`src/rtl/ssd_pkg.sv`:
```
// rtl/ssd_pkg.sv - shared constants and hex glyph table for the seven-segment scan driver
package ssd_pkg;

    localparam logic [7:0] SEG_BLANK  = 8'hFF;
    localparam logic [7:0] ANODES_OFF = 8'hFF;

    // Active-low {a,b,c,d,e,f,g}; letters follow the usual A b C d E F shapes.
    function automatic logic [6:0] hex_to_seg(input logic [3:0] nibble);
        logic [6:0] seg;
        case (nibble)
            4'h0: seg = 7'b0000001;
            4'h1: seg = 7'b1001111;
            4'h2: seg = 7'b0010010;
            4'h3: seg = 7'b0000110;
            4'h4: seg = 7'b1001100;
            4'h5: seg = 7'b0100100;
            4'h6: seg = 7'b0100000;
            4'h7: seg = 7'b0001111;
            4'h8: seg = 7'b0000000;
            4'h9: seg = 7'b0000100;
            4'hA: seg = 7'b0001000;
            4'hB: seg = 7'b1100000;
            4'hC: seg = 7'b0110001;
            4'hD: seg = 7'b1000010;
            4'hE: seg = 7'b0110000;
            default: seg = 7'b0111000;
        endcase
        return seg;
    endfunction

endpackage

```
`src/rtl/ssd_hex_decoder.sv`:
```
// rtl/ssd_hex_decoder.sv - combinational nibble plus decimal point to active-low cathode byte
module ssd_hex_decoder
    import ssd_pkg::*;
(
    input  logic [3:0] nibble,
    input  logic       dp,
    output logic [7:0] cathode
);

    assign cathode = {hex_to_seg(nibble), ~dp};

endmodule

```
`src/rtl/ssd_scan_driver.sv`:
```
// rtl/ssd_scan_driver.sv - tear-free multiplexed seven-segment scan with blanking, blink and guard
module ssd_scan_driver
    import ssd_pkg::*;
#(
    parameter int NUM_DIGITS     = 8,
    parameter int SCAN_DIV_BITS  = 18,
    parameter int BLINK_DIV_BITS = 26,
    parameter int GUARD_CYCLES   = 16
) (
    input  logic                    clk,
    input  logic                    rst,
    input  logic [4*NUM_DIGITS-1:0] value,
    input  logic [NUM_DIGITS-1:0]   dp_in,
    input  logic [NUM_DIGITS-1:0]   digit_en,
    input  logic [NUM_DIGITS-1:0]   blink_en,
    input  logic                    lz_blank,
    input  logic                    update,
    output logic [NUM_DIGITS-1:0]   anodes,
    output logic [7:0]              cathodes,
    output logic                    frame_start
);

    localparam int IDX_W = $clog2(NUM_DIGITS);
    localparam logic [IDX_W-1:0]       LAST_IDX  = IDX_W'(NUM_DIGITS - 1);
    localparam logic [SCAN_DIV_BITS:0] GUARD_LIM = (SCAN_DIV_BITS + 1)'(GUARD_CYCLES);

    logic [SCAN_DIV_BITS-1:0]  prescaler;
    logic [IDX_W-1:0]          idx;
    logic [BLINK_DIV_BITS-1:0] blink_cnt;
    logic                      blink_phase;
    logic                      pending;
    logic                      fs_arm;

    logic [4*NUM_DIGITS-1:0] shadow_value, disp_value;
    logic [NUM_DIGITS-1:0]   shadow_dp, shadow_en, shadow_blink;
    logic [NUM_DIGITS-1:0]   disp_dp, disp_en, disp_blink;

    logic                  scan_tc, frame_end, in_guard, blanked, upper_zero;
    logic [NUM_DIGITS-1:0] lz_mask, digit_sel, anodes_nxt;
    logic [3:0]            cur_nibble;
    logic [7:0]            glyph_cath, cathodes_nxt;

    assign scan_tc   = &prescaler;
    assign frame_end = scan_tc && (idx == LAST_IDX);

    // A digit is a leading zero when it and every more significant display nibble are zero.
    always_comb begin
        upper_zero = 1'b1;
        lz_mask    = '0;
        for (int i = NUM_DIGITS - 1; i >= 0; i--) begin
            upper_zero = upper_zero & (disp_value[4*i +: 4] == 4'h0);
            lz_mask[i] = lz_blank & upper_zero & (i != 0);
        end
    end

    assign cur_nibble = disp_value[{idx, 2'b00} +: 4];
    assign blanked    = ~disp_en[idx] | (disp_blink[idx] & blink_phase) | lz_mask[idx];
    assign in_guard   = {1'b0, prescaler} < GUARD_LIM;
    assign digit_sel  = ~({{(NUM_DIGITS-1){1'b0}}, 1'b1} << idx);

    ssd_hex_decoder u_hex_decoder (
        .nibble  (cur_nibble),
        .dp      (disp_dp[idx]),
        .cathode (glyph_cath)
    );

    assign anodes_nxt   = (blanked || in_guard) ? ANODES_OFF[NUM_DIGITS-1:0] : digit_sel;
    assign cathodes_nxt = blanked ? SEG_BLANK : glyph_cath;

    always_ff @(posedge clk) begin
        if (rst) begin
            prescaler    <= '0;
            idx          <= '0;
            blink_cnt    <= '0;
            blink_phase  <= 1'b0;
            pending      <= 1'b0;
            fs_arm       <= 1'b0;
            shadow_value <= '0;
            shadow_dp    <= '0;
            shadow_en    <= '0;
            shadow_blink <= '0;
            disp_value   <= '0;
            disp_dp      <= '0;
            disp_en      <= '0;
            disp_blink   <= '0;
            anodes       <= ANODES_OFF[NUM_DIGITS-1:0];
            cathodes     <= SEG_BLANK;
            frame_start  <= 1'b0;
        end else begin
            prescaler <= prescaler + 1'b1;
            if (scan_tc) begin
                idx <= (idx == LAST_IDX) ? '0 : idx + 1'b1;
            end
            blink_cnt <= blink_cnt + 1'b1;
            if (&blink_cnt) begin
                blink_phase <= ~blink_phase;
            end
            // Copy uses the pre-update shadow so a frame never mixes old and new digits.
            if (frame_end && pending) begin
                disp_value <= shadow_value;
                disp_dp    <= shadow_dp;
                disp_en    <= shadow_en;
                disp_blink <= shadow_blink;
            end
            if (update) begin
                shadow_value <= value;
                shadow_dp    <= dp_in;
                shadow_en    <= digit_en;
                shadow_blink <= blink_en;
            end
            pending     <= update | (pending & ~frame_end);
            fs_arm      <= frame_end;
            frame_start <= fs_arm;
            anodes      <= anodes_nxt;
            cathodes    <= cathodes_nxt;
        end
    end

endmodule

```
`config.mk`:
```
export PLATFORM = sky130hd
export DESIGN_NAME = ssd_scan_driver
export DESIGN_NICKNAME = d
export VERILOG_FILES = /design/src/rtl/ssd_pkg.sv /design/src/rtl/ssd_hex_decoder.sv /design/src/rtl/ssd_scan_driver.sv
export SDC_FILE = /design/constraint.sdc
export NUM_CORES = 1
export LEC_CHECK = 0
export CORE_ASPECT_RATIO = 0.75
export CORE_MARGIN = 2
export CORE_UTILIZATION = 51
export DETAILED_ROUTE_END_ITERATION = 8
export PLACE_DENSITY = 0.74
export SYNTH_ARGS = -nofsm -noshare
export SYNTH_HDL_FRONTEND = slang
export SYNTH_SLANG_ARGS = --single-unit
```
`constraint.sdc`:
```
create_clock -name clk -period 2.28 [get_ports clk]
set_input_delay 0.228 -clock clk [delete_from_list [all_inputs] [get_ports clk]]
set_output_delay 0.228 -clock clk [all_outputs]
set_load 0.005 [all_outputs]
```
==> impl_results.md <==
- Nets: 946
- Async set-reset flop share out of synthesis: 0
- Max-Cap Viols: 0
- Number of detailed-route iterations in the first pass: 4
- Die Width: 143 um
- Top Metal Used: met4
- CP arrival: 2.49 ns
- Max Root-Sink Buffers: 2
- Maximum clock frequency: 461 MHz
- CP required: 2.60 ns
- Clock Skews: 0.00990 ns
- GR Util All Layers: 0.204
- CTS Sinks: 179
- Commonest cells post-synth: dfxtp_1 (179), nand2_1 (148), nor2_1 (102), a21oi_1 (71), mux2i_1 (62)
- Port bufs: 76
- Yosys top cell area share: 0.483
- Post-synthesis adder-cell area fraction: 0.0236
- ANT cells: 0
- Clock slew seen by the registers of the worst setup and hold paths: 0.07 ns
- Met3 routed WL: 688 um
- Simple-gate area share of the yosys netlist: 0.207
- Hold slack: 0.311 ns
- Yosys top cell by area: dfxtp_1
- Vias per cell: 5.18
- Leakage: 0.00337 uW
- Total Routed Length: 15100 um
- Max-slew violations: 0
- Final period util: 0.952
- Post-Syn Area: 7410 um^2
- Largest family of logic cells by synthesized area: simple AND/OR/NAND/NOR gates
- Number of global-route vias before repair: 5121
- Vias: 5618
- Routed wl met2: 6460 um
- Clock tree root buffer cell: clkbuf_16
- Cells after synthesis: 804
- Unrepaired setup endpoints after global routing: false
- Post-synth cell types: 47
- Endpoints failing setup: 0
- CP Max Fanout: 6
- Crit path kind: reg2reg
- Mean routed wirelength per cell: 13.9 um
- Remaining Overflow, GRT: 0
- Initial DRC Count: 287
- Hold crit path type: in2reg
- Gpl congestion: 0.902
- Worst IR Drop VDD: 0.000545 V
- I/O pins: 77
- Post-Syn Nets: 878
- Worst skew pair latency: 0.43 ns
- Sequential area share after synthesis: 0.483
- Yosys reg bits: 179
- Die ar.: 15500 um^2
- Relative slew slack: 0.539
- Detailed Place HPWL: 10200 um
- M1 wire length: 7790 um
- Multiplexer share of the synthesized area: 0.136
- Largest net degree at the start of global routing: 68
- Initial Utilization: 0.518
- Number of CTS-inserted buffers: 17
- Synth top area cells: dfxtp_1 (48%), mux2i_1 (8.4%), nand2_1 (7.5%)
- Ys flop type: dfxtp_1
- Final hold vios: 0
- DRC: 0
- Outcome: finished, final reports clean
- H-Tree Depth: 4
- Finished Layout Cells: 1084
- First-pass GRT wire length: 25200 um
- DIE HEIGHT: 108 um
- Fin crit period: 2.17 ns
- Xor-xnor portion of the synthesized cell area: 0.0366
- Total power divided by cell area: 711 nW/um^2
- Most frequent cell after synthesis: dfxtp_1
- EDFF count, synth: 0
- Remaining antenna violation count after routing: 0
- Worst slew pin tran: 0.691 ns
- Critical Path End Type: flip-flop
- Synth Area in Compound Gates: 0.0700
- Number of placed cells counting well taps: 1052
- TritonCTS clock tree: built
- Share of cells above drive strength 1: 0.0905
- Core Rows: 38
- Initial antenna violation count: 0
- CP startpoint kind: flip-flop
- Core ar.: 14300 um^2
- Mean Syn Cell Area: 9.22 um^2
- Number of synthesis warnings: 0
- Synthesis-to-layout area growth: 20.8%
==> cell families after synthesis <==
family,count (synthesis)
muxes,81
buffers and inverters,64
adders and majority gates,14
xor gates and xnor gates,31
and+or+nand+nor,341
DFF,179
AOI/OAI and AO/OA,94
==> stage by stage <==
stage | TNS [ns] | util | total power [uW] | setup slack, ns | instance area [um^2]
finish | 0 | 0.626 | 6370 | 0.109 | 8950
global placement | 0 | 0.584 | 3600 | 0.0146 | 8350
global route | 0 | 0.626 | 6590 | 0.0174 | 8950
floorplan | 0 | - | 3450 | 0.0999 | 7410
CTS | 0 | 0.626 | 6410 | 0.0888 | 8950
detailed placement | -0.0435 | 0.584 | 3600 | -0.0177 | 8350
==> path summary, 6_finish.rpt <==
kind | cells after the start | end | slack (ns) | startpoint
min reg2reg | 1 | frame_start | 0.45 | fs_arm
max reg2reg | 6 | cathodes[4] | 0.11 | idx[0]
max | 6 | cathodes[4] | 0.11 | idx[0]
min | 2 | shadow_blink[5] | 0.31 | rst
==> where the power goes <==
part	switching, uW	internal [uW]
Clock	1210	1620
Sequential	42.5	3200
Combinational	127	166
==> sequential cells by signal, indices dropped and copies added, names as in the netlist <==
name and cells:
prescaler 18, fs_arm 1, idx 3, pending 1, shadow_dp 8, disp_value 32
disp_blink 8, blink_cnt 26, disp_dp 8, blink_phase 1, cathodes 8, shadow_en 8
frame_start 1, shadow_value 32, disp_en 8, anodes 8, shadow_blink 8
==> cell type report <==
cell class	instances	area (um^2)
Tap cell	200	250
Sequential cell	179	3580
Timing Repair Buffer	98	971
Inverter	15	56.3
Fill cell	1183	5360
Clock inverter	10	98.8
Multi-Input combinational cell	561	3510
Clock buffer	21	480
==> critical path: stages (launching register included) <==
cell,delay (ns)
dfxtp_2,0.40
mux4_2,0.53
mux2_2,0.35
ha_1,0.29
mux2_1,0.31
mux2i_1,0.14
nand2_1,0.07
==> metal layers <==
metal,track usage,up-vias
li1,-,2854
met1,0.303,2636
met2,0.295,115
met3,0.0474,13
met4,0.0574,0
met5,0,-
==> repair_timing <==
| item | 4_1_cts | 5_1_grt |
|---|---|---|
| endpoints found under the hold margin | 0 | 0 |
| endpoints found under the setup margin | 4 | 0 |
| gates resized for setup | 1 | 0 |
| buffers inserted | 1 | 0 |
| hold buffers | 0 | 0 |
==> placed cells by master (no fill, tap or decap), drive strengths merged, types with 3 or more instances in the layout <==
cell           count
buf               24
dfxtp            179
nand2b             4
mux4              13
and3               4
ha                14
and2               5
clkinv             5
nand3b             3
and4               4
xnor2             20
nand2            148
clkbuf            21
nor3              11
xor2              11
o221ai             3
o211ai             3
or3                8
nor2             102
mux2               4
nand3             18
mux2i             64
inv               17
nor4              14
o21ai             13
nor3b              3
clkdlybuf4s50     74
nand4              7
nor2b              4
nand4b             4
a21oi             71
(Power assumes the default switching activity.)
